$ cat src/rtl/pwm_seq_pkg.sv
`default_nettype none
// +------------------------------------------------------------------+
// | pwm_seq_pkg : shared types and width helpers for the PWM slots    |
// | Rev 1.0                                                           |
// +------------------------------------------------------------------+
package pwm_seq_pkg;

    typedef enum logic [0:0] {
        IDLE = 1'b0,
        RUN  = 1'b1
    } state_t;

    localparam logic MODE_POPCNT = 1'b0;
    localparam logic MODE_BIN    = 1'b1;

    // Counter/duty width must hold the value PERIOD itself (fully active slot).
    function automatic int cnt_width(input int period);
        return $clog2(period + 1);
    endfunction

    function automatic int slot_width(input int n_slots);
        return (n_slots > 1) ? $clog2(n_slots) : 1;
    endfunction

endpackage
`default_nettype wire

$ cat src/rtl/pwm_duty_decode.sv
`default_nettype none
// +------------------------------------------------------------------+
// | pwm_duty_decode : switch group -> clamped duty (popcount/binary)  |
// | Rev 1.0                                                           |
// +------------------------------------------------------------------+
module pwm_duty_decode
    import pwm_seq_pkg::*;
#(
    parameter int SW_W   = 4,
    parameter int PERIOD = 4,
    parameter int CNT_W  = cnt_width(PERIOD)
) (
    input  logic [SW_W-1:0]  group,
    input  logic             mode,
    output logic [CNT_W-1:0] d_eff
);

    // Work wide enough that large binary codes clamp instead of wrapping.
    localparam int W = (SW_W > CNT_W) ? SW_W : CNT_W;

    logic [W-1:0] w_popcnt;
    logic [W-1:0] w_raw;

    always_comb begin
        w_popcnt = '0;
        for (int i = 0; i < SW_W; i++) begin
            w_popcnt = w_popcnt + W'(group[i]);
        end
    end

    assign w_raw = (mode == MODE_BIN) ? W'(group) : w_popcnt;
    assign d_eff = (w_raw > W'(PERIOD)) ? CNT_W'(PERIOD) : w_raw[CNT_W-1:0];

endmodule
`default_nettype wire

$ cat src/rtl/pwm_slot_sequencer.sv
`default_nettype none
// +------------------------------------------------------------------+
// | pwm_slot_sequencer : N-slot serial PWM with graceful stop         |
// | Rev 1.0                                                           |
// +------------------------------------------------------------------+
module pwm_slot_sequencer
    import pwm_seq_pkg::*;
#(
    parameter int N_SLOTS = 4,
    parameter int SW_W    = 4,
    parameter int PERIOD  = 4
) (
    input  logic                              clk,
    input  logic                              rst,
    input  logic                              en,
    input  logic                              mode,
    input  logic                              inv,
    input  logic [N_SLOTS*SW_W-1:0]           sw,
    output logic                              out,
    output logic [slot_width(N_SLOTS)-1:0]    slot_idx,
    output logic                              frame_start,
    output logic                              busy
);

    localparam int CNT_W  = cnt_width(PERIOD);
    localparam int SLOT_W = slot_width(N_SLOTS);

    state_t              r_state, w_state_nxt;
    logic [CNT_W-1:0]    r_cnt, w_cnt_nxt;
    logic [SLOT_W-1:0]   r_slot, w_slot_nxt;
    logic [CNT_W-1:0]    r_duty_shadow;
    logic [CNT_W-1:0]    w_dec;
    logic [CNT_W-1:0]    w_duty;
    logic [SW_W-1:0]     w_group;
    logic                w_last_cnt;
    logic                w_last_slot;
    logic                w_out_nxt;
    logic                w_busy_nxt;
    logic                w_fs_nxt;
    logic [SLOT_W-1:0]   w_slot_idx_nxt;

    always_comb begin
        w_group = '0;
        for (int s = 0; s < N_SLOTS; s++) begin
            if (r_slot == SLOT_W'(s)) begin
                w_group = sw[s*SW_W +: SW_W];
            end
        end
    end

    pwm_duty_decode #(
        .SW_W   (SW_W),
        .PERIOD (PERIOD),
        .CNT_W  (CNT_W)
    ) u_decode (
        .group (w_group),
        .mode  (mode),
        .d_eff (w_dec)
    );

    // Fresh decode on the first cycle of a slot, frozen copy for the rest.
    assign w_duty      = (r_cnt == '0) ? w_dec : r_duty_shadow;
    assign w_last_cnt  = (r_cnt == CNT_W'(PERIOD - 1));
    assign w_last_slot = (r_slot == SLOT_W'(N_SLOTS - 1));

    always_comb begin
        w_state_nxt    = r_state;
        w_cnt_nxt      = r_cnt;
        w_slot_nxt     = r_slot;
        w_out_nxt      = inv;
        w_busy_nxt     = 1'b0;
        w_fs_nxt       = 1'b0;
        w_slot_idx_nxt = '0;
        case (r_state)
            IDLE: begin
                w_cnt_nxt  = '0;
                w_slot_nxt = '0;
                if (en) begin
                    w_state_nxt = RUN;
                end
            end
            RUN: begin
                w_out_nxt      = (r_cnt < w_duty) ^ inv;
                w_busy_nxt     = 1'b1;
                w_slot_idx_nxt = r_slot;
                w_fs_nxt       = (r_slot == '0) && (r_cnt == '0);
                if (w_last_cnt) begin
                    w_cnt_nxt = '0;
                    if (w_last_slot) begin
                        // en is only honoured at the frame boundary.
                        w_slot_nxt = '0;
                        if (!en) begin
                            w_state_nxt = IDLE;
                        end
                    end else begin
                        w_slot_nxt = r_slot + SLOT_W'(1);
                    end
                end else begin
                    w_cnt_nxt = r_cnt + CNT_W'(1);
                end
            end
            default: begin
                w_state_nxt = IDLE;
            end
        endcase
    end

    always_ff @(posedge clk) begin
        if (rst) begin
            r_state       <= IDLE;
            r_cnt         <= '0;
            r_slot        <= '0;
            r_duty_shadow <= '0;
            out           <= 1'b0;
            slot_idx      <= '0;
            frame_start   <= 1'b0;
            busy          <= 1'b0;
        end else begin
            r_state     <= w_state_nxt;
            r_cnt       <= w_cnt_nxt;
            r_slot      <= w_slot_nxt;
            out         <= w_out_nxt;
            slot_idx    <= w_slot_idx_nxt;
            frame_start <= w_fs_nxt;
            busy        <= w_busy_nxt;
            if (r_state == RUN && r_cnt == '0) begin
                r_duty_shadow <= w_dec;
            end
        end
    end

endmodule
`default_nettype wire
$ cat config.mk
export PLATFORM = sky130hd
export DESIGN_NAME = pwm_slot_sequencer
export DESIGN_NICKNAME = d
export VERILOG_FILES = /design/src/rtl/pwm_seq_pkg.sv /design/src/rtl/pwm_duty_decode.sv /design/src/rtl/pwm_slot_sequencer.sv
export SDC_FILE = /design/constraint.sdc
export NUM_CORES = 1
export LEC_CHECK = 0
export BUFFER_PORTS_ARGS = -buffer_cell sky130_fd_sc_hd__buf_4
export CAP_MARGIN = 0
export CORE_MARGIN = 8
export CORE_UTILIZATION = 49
export DETAILED_ROUTE_END_ITERATION = 6
export GPL_ROUTABILITY_DRIVEN = 0
export PLACE_DENSITY = 0.84
export SYNTH_ARGS = -nofsm -noshare
export SYNTH_HDL_FRONTEND = slang
export SYNTH_HIERARCHICAL = 1
export SYNTH_SLANG_ARGS = --single-unit
$ cat constraint.sdc
create_clock -name clk -period 3.5 [get_ports clk]
set_input_delay 0.7 -clock clk [delete_from_list [all_inputs] [get_ports clk]]
set_output_delay 0.7 -clock clk [all_outputs]
set_load 0.03 [all_outputs]
Yosys cells after proc, flatten, opt, wreduce, memory -nomap -nowiden. Index checks and enable logic that the tools add are counted.

Bits in registers: 14. Bits of input ports: 21. Output and inout bits: 5.

Add/subtract/negate cells: 5. Magnitude comparators: 2. Equality and inequality tests: 5. Muxes and demuxes: 18. Bitwise operators: 2. Reductions and logical operators: 5.

Operator list (count): 2-to-1 mux 4 bit (5); 2-to-1 mux 3 bit (3); adder 4 x 1 -> 4 bit (2); one-hot mux 3 bit (2 select lines) (1); 2-to-1 mux 1 bit (5); == test 2 bit, second input constant (2); > comparator 4 x 3 -> 1 bit, second input constant (1); 2-to-1 mux 2 bit (2); one-hot mux 2 bit (2 select lines) (1); adder 3 x 1 -> 3 bit, second input constant (1); == test 3 x 2 -> 1 bit, second input constant (1); zero test 3 bit (1); < comparator 3 bit (1); adder 1 x 1 -> 2 bit (1); adder 2 x 1 -> 2 bit, second input constant (1); == test 2 x 1 -> 1 bit, second input constant (1); logical AND 1 bit (2); zero test 2 bit (1); inequality test 2 x 1 -> 1 bit, second input constant (1); one-hot mux 1 bit (2 select lines) (1); OR reduction 2 bit (1); inverter 1 bit (1); bitwise XOR 1 bit (1).

Depth between registers and ports, before layout.
Depth after elaboration: 15. Depth in mapped cells: 17. Depth with buffers taken out: 17.

Hierarchy. Netlist, hierarchy kept.

Modules (own cells, without submodules): pwm_slot_sequencer (instances 1, cells an instance 95, area each 782.0 um2, sequential area each 280.3 um2); pwm_duty_decode (instances 1, cells an instance 8, area each 80.1 um2, sequential area each 0.0 um2).

Least setup slack after synthesis. Ideal clock, no wire load.

Path kind: reg2reg. From: register r_slot[1]. To: register out. Arrival time: 3.092 ns. Required time: 3.385 ns. Slack: 0.293 ns. Cell stages (with the launch flop): 18. Buffers on the path: 0. Period minus slack after synthesis: 3.207 ns. Path through: dfxtp_1 > inv_1 > ha_1 > nand3b_1 > a21oi_1 > a21oi_1 > o21ai_0 > ha_1 > fa_1 > ha_1 > nor2_2 > a32o_1 > mux2i_1 > ha_1 > nand2_1 > a311oi_2 > nor3_1 > o21ba_1.

Cells in the longest elaborated chain, start to end: 15. Elaborated cells between the ends (all ways): 18. Those cells by class: add/sub: 3; order compare: 2; eq/ne: 3; mux: 8; bitwise: 1; reduce/logical: 1.

Ends and longest elaborated chain: start: declaration (RTL line pwm_slot_sequencer.sv:30) `logic [SLOT_W-1:0] r_slot, w_slot_nxt;`; start signal: assignment (RTL line pwm_slot_sequencer.sv:121) `r_slot <= w_slot_nxt;`; zero test 2 bit (RTL line pwm_slot_sequencer.sv:45) `if (r_slot == SLOT_W'(s)) begin`; 2-to-1 mux 4 bit (3 in a row) (RTL line pwm_slot_sequencer.sv:45); 2-to-1 mux 4 bit * (RTL line pwm_slot_sequencer.sv:45); named net w_group[0] (RTL line pwm_slot_sequencer.sv:34) `logic [SW_W-1:0] w_group;`; adder 1 x 1 -> 2 bit (RTL line pwm_duty_decode.sv:27) `w_popcnt = w_popcnt + W'(group[i]);`; adder 4 x 1 -> 4 bit (2 in a row) (RTL line pwm_duty_decode.sv:27); 2-to-1 mux 4 bit * (RTL line pwm_duty_decode.sv:31) `assign w_raw = (mode == MODE_BIN) ? W'(group) : w_popcnt;`; > comparator 4 x 3 -> 1 bit (RTL line pwm_duty_decode.sv:32) `assign d_eff = (w_raw > W'(PERIOD)) ? CNT_W'(PERIOD) : w_raw[CNT_W-1:0];`; 2-to-1 mux 3 bit * (RTL line pwm_duty_decode.sv:32); named net w_dec[1] (RTL line pwm_slot_sequencer.sv:32) `logic [CNT_W-1:0] w_dec;`; 2-to-1 mux 3 bit * (RTL line pwm_slot_sequencer.sv:62) `assign w_duty = (r_cnt == '0) ? w_dec : r_duty_shadow;`; < comparator 3 bit * (RTL line pwm_slot_sequencer.sv:83) `w_out_nxt = (r_cnt < w_duty) ^ inv;`; bitwise XOR 1 bit * (RTL line pwm_slot_sequencer.sv:83); 2-to-1 mux 1 bit * (RTL line pwm_slot_sequencer.sv:74) `case (r_state)`; end signal: assignment (RTL line pwm_slot_sequencer.sv:122) `out <= w_out_nxt;`; end: declaration (RTL line pwm_slot_sequencer.sv:19) `output logic out,`.

Mark *: on every way through the listed nets, which the timed path passes. The rest lies on a longest branch. A chain may end at the register's enable or synchronous reset.

Final worst setup path. Ends and elaborated chain as after synthesis.

==> metrics.cfg <==
[worst_setup_path]
cp_required_ps = 3670
crit_path_max_fanout = 8
crit_path_cell_trace = inv_1, ha_4, nand3b_1, a21oi_2, a21oi_1, o21ai_2, ha_1, fa_1, ha_1, nor2_2, a21oi_1, mux2i_1, ha_1, nand2_1, nand3b_1, o21a_1, o21ba_1
type_of_the_worst_setup_path = flop to flop
crit_top_cell = ha_1
cp-start-kind = flop
cp_slowest_stage_delay_ps = 370
critical_path.endpoint_type = flop
critical_path.slowest_cell = fa_1
cp.arrival_ps = 3480

[global_route]
grt_pass1_wl_mm = 3.20
largest_net_degree_at_the_start_of_global_routing = 11
antenna_violations_before_repair = 0
globalRouteOverflowTotal = 0
number_of_global_route_vias_before_repair = 761
grt_util_all_layers_pct = 12.3

[min_path]
hold_path.class = flop to flop

[clock_tree]
clock_sink_count = 14
clockRootBuffer = clkbuf_4
hold_buffers = 0
clk-insertion-delay-late_ps = 280
cts_buffers = 3
clock_tree_from_tritoncts = built
clk_path_buf_depth = 2
cts_clk_pin_slew_worst_paths_ps = 80
cts-htree-levels = 1

[timing]
post-route-min-period_ps = 3310
worst_slew_pin_slew_ps = 516
slew_violations = 0
timing.hold.ws_ps = 463
final.period_utilization_pct = 94.5
slew_headroom_pct = 65.5
final.setup_skew_ps = 3.69
finalWorstSetupSlack_ps = 192
final-hold-violation-count = 0
maxClockFrequency_mhz = 302
setup_viol = 0

[final_layout]
fillers = 145
share_of_cells_above_drive_strength_1_pct = 31.3
layout.cell_area.non_filler_um2 = 1130
final_nets = 163
area_growth_pct = 30.8
antennaDiodeCount = 0
mostFrequentLayoutCell = buf_4
commonest_cells_after_routing_fill_and_taps_aside = buf_4 (27), nand2_1 (15), dfxtp_1 (13), a21oi_1 (12), ha_1 (8)

[power_and_ir_drop]
sw_frac_of_total_pct = 26.0
internal_power_mw = 0.244
p_seq_share_pct = 51.2
p_leak_nw = 0.505
peakVddDrop_mv = 0.271
clock_power_share_pct = 26.8
power.share.combinational_pct = 22.0
power.net_switching_mw = 0.0859
power.density_cell_area_nw_per_um2 = 293

[placed_design]
place.port_buffers = 25
detailedPlace.worstSlack_ps = -3.01
dpl.hpwl_mm = 1.53
placement.cell_area_um2 = 1060

[route]
dr.pass1.iters = 5
vias = 780
drc = 0
final_routed_wire_length_divided_by_cell_count_um = 13.1
drt.antenna.violating_nets = 0
total_wirelength_of_the_detailed_routed_design_mm = 1.90
drt-vias-per-instance = 5.38
drt_first_iter_violations = 10

[flow_run]
max_cap_viol_count = 0

[synth]
yosys_warnings = 6
yosys.area.top_type_share_pct = 32.5
synth.net_count = 136
mean_area_per_synthesized_cell_um2 = 8.37
synth_seq_cells = 14
synth_seq_area_share_pct = 32.5
yosys-top-cells-area = dfxtp_1 (33%), ha_1 (16%), a21oi_1 (7.5%)
mapped_area_um2 = 862
netlist-cell-type-count = 24
number_of_instances_in_the_synthesized_netlist = 103
synth.largest_area_cell = dfxtp_1

[floorplan]
die_area_um2 = 3360
design.core.area_um2 = 1690
num_io_pins = 26
floorplan.initialDensity_pct = 51.0
fp.dieH_um = 57.9
core.rowCount = 15
fp.dieW_um = 57.9

[outcome]
status = finished, final reports clean

timing repair:
item / in CTS / in global routing
gates resized for setup: 0 / 12
buffers inserted: 0 / 1
setup endpoints to repair: 0 / 1
hold endpoints to repair: 0 / 0
routing by layer:
metal	vias to the layer above	share of wire, %	track usage, %
met4	0	2.5	8.39
met5	-	0	0
met1	353	48	13.6
met3	5	4.7	3.09
li1	404	-	-
met2	18	45	20.1
worst paths after layout:
kind                       to        startpoint  depth (start not counted)  slack, ps
max                       out         r_slot[1]                         17        190
min          r_duty_shadow[1]  r_duty_shadow[1]                          2        460
max reg2reg               out         r_slot[1]                         17        190
min reg2reg  r_duty_shadow[1]  r_duty_shadow[1]                          2        460
metrics by stage:
stage	setup TNS [ps]	total power [mW]	util, %	cells
after floorplan	0	0.214	-	103
after global placement	0	0.241	62.5	141
after detailed placement	-3.01	0.243	62.5	141
after CTS	0	0.331	63.9	144
after global routing	-14.4	0.353	66.7	145
final	0	0.330	66.7	145
synthesized netlist by cell type:
cell	count
nand2_1	15
dfxtp_1	14
a21oi_1	13
ha_1	11
nor2_1	7
inv_1	6
nand3b_1	5
mux2i_1	4
o21ai_0	4
buf_2	3
nand3_1	3
nor3_1	3
a32o_1	2
clkbuf_1	2
nand2b_1	2
a311oi_2	1
and3_1	1
and4bb_1	1
fa_1	1
nor2_2	1
nor2b_1	1
nor3b_1	1
o21a_1	1
o21ba_1	1
worst max-delay path: cells and delay by family (launching register included):
family / cells / cell delay (ps)
simple gates: 4 / 470
compound gates: 6 / 820
buf+inv: 1 / 100
flops: 1 / 330
mux: 1 / 170
fa+ha+maj: 5 / 1300
power groups by stage:
stage / sequential [mW] / combinational (mW) / clock (mW)
floorplan: 0.177 / 0.0377 / 0
global route: 0.170 / 0.0821 / 0.101
finish: 0.169 / 0.0727 / 0.0884
CTS: 0.169 / 0.0707 / 0.0917
global placement: 0.173 / 0.0679 / 0
detailed placement: 0.173 / 0.0705 / 0
flip-flops by register name (all words and copies together), names as in the netlist:
signal,flops
slot_idx,2
r_duty_shadow,3
out,1
r_state,1
r_cnt,3
frame_start,1
r_slot,2
busy,1
cell type report:
type / count / area [µm²] / area share [%]
multi-input cells: 78 / 577 / 51.2
flip-flops and latches: 14 / 282 / 25.0
repair buffers: 27 / 203 / 18.0
clock buffers: 3 / 22.5 / 2.00
inverters: 6 / 22.5 / 2.00
well taps: 17 / 21.3 / 1.89
cell families after synthesis:
logic type | Yosys count | share of synthesized area [%]
AND/OR/NAND/NOR | 40 | 23.4
AO/OA/AOI/OAI | 22 | 16.0
flip-flops | 14 | 32.5
adder cells (fa/ha/maj) | 12 | 18.3
buffers and inverters | 11 | 5.22
multiplexers | 4 | 4.64
No activity file was read; power rests on OpenSTA's default activity.
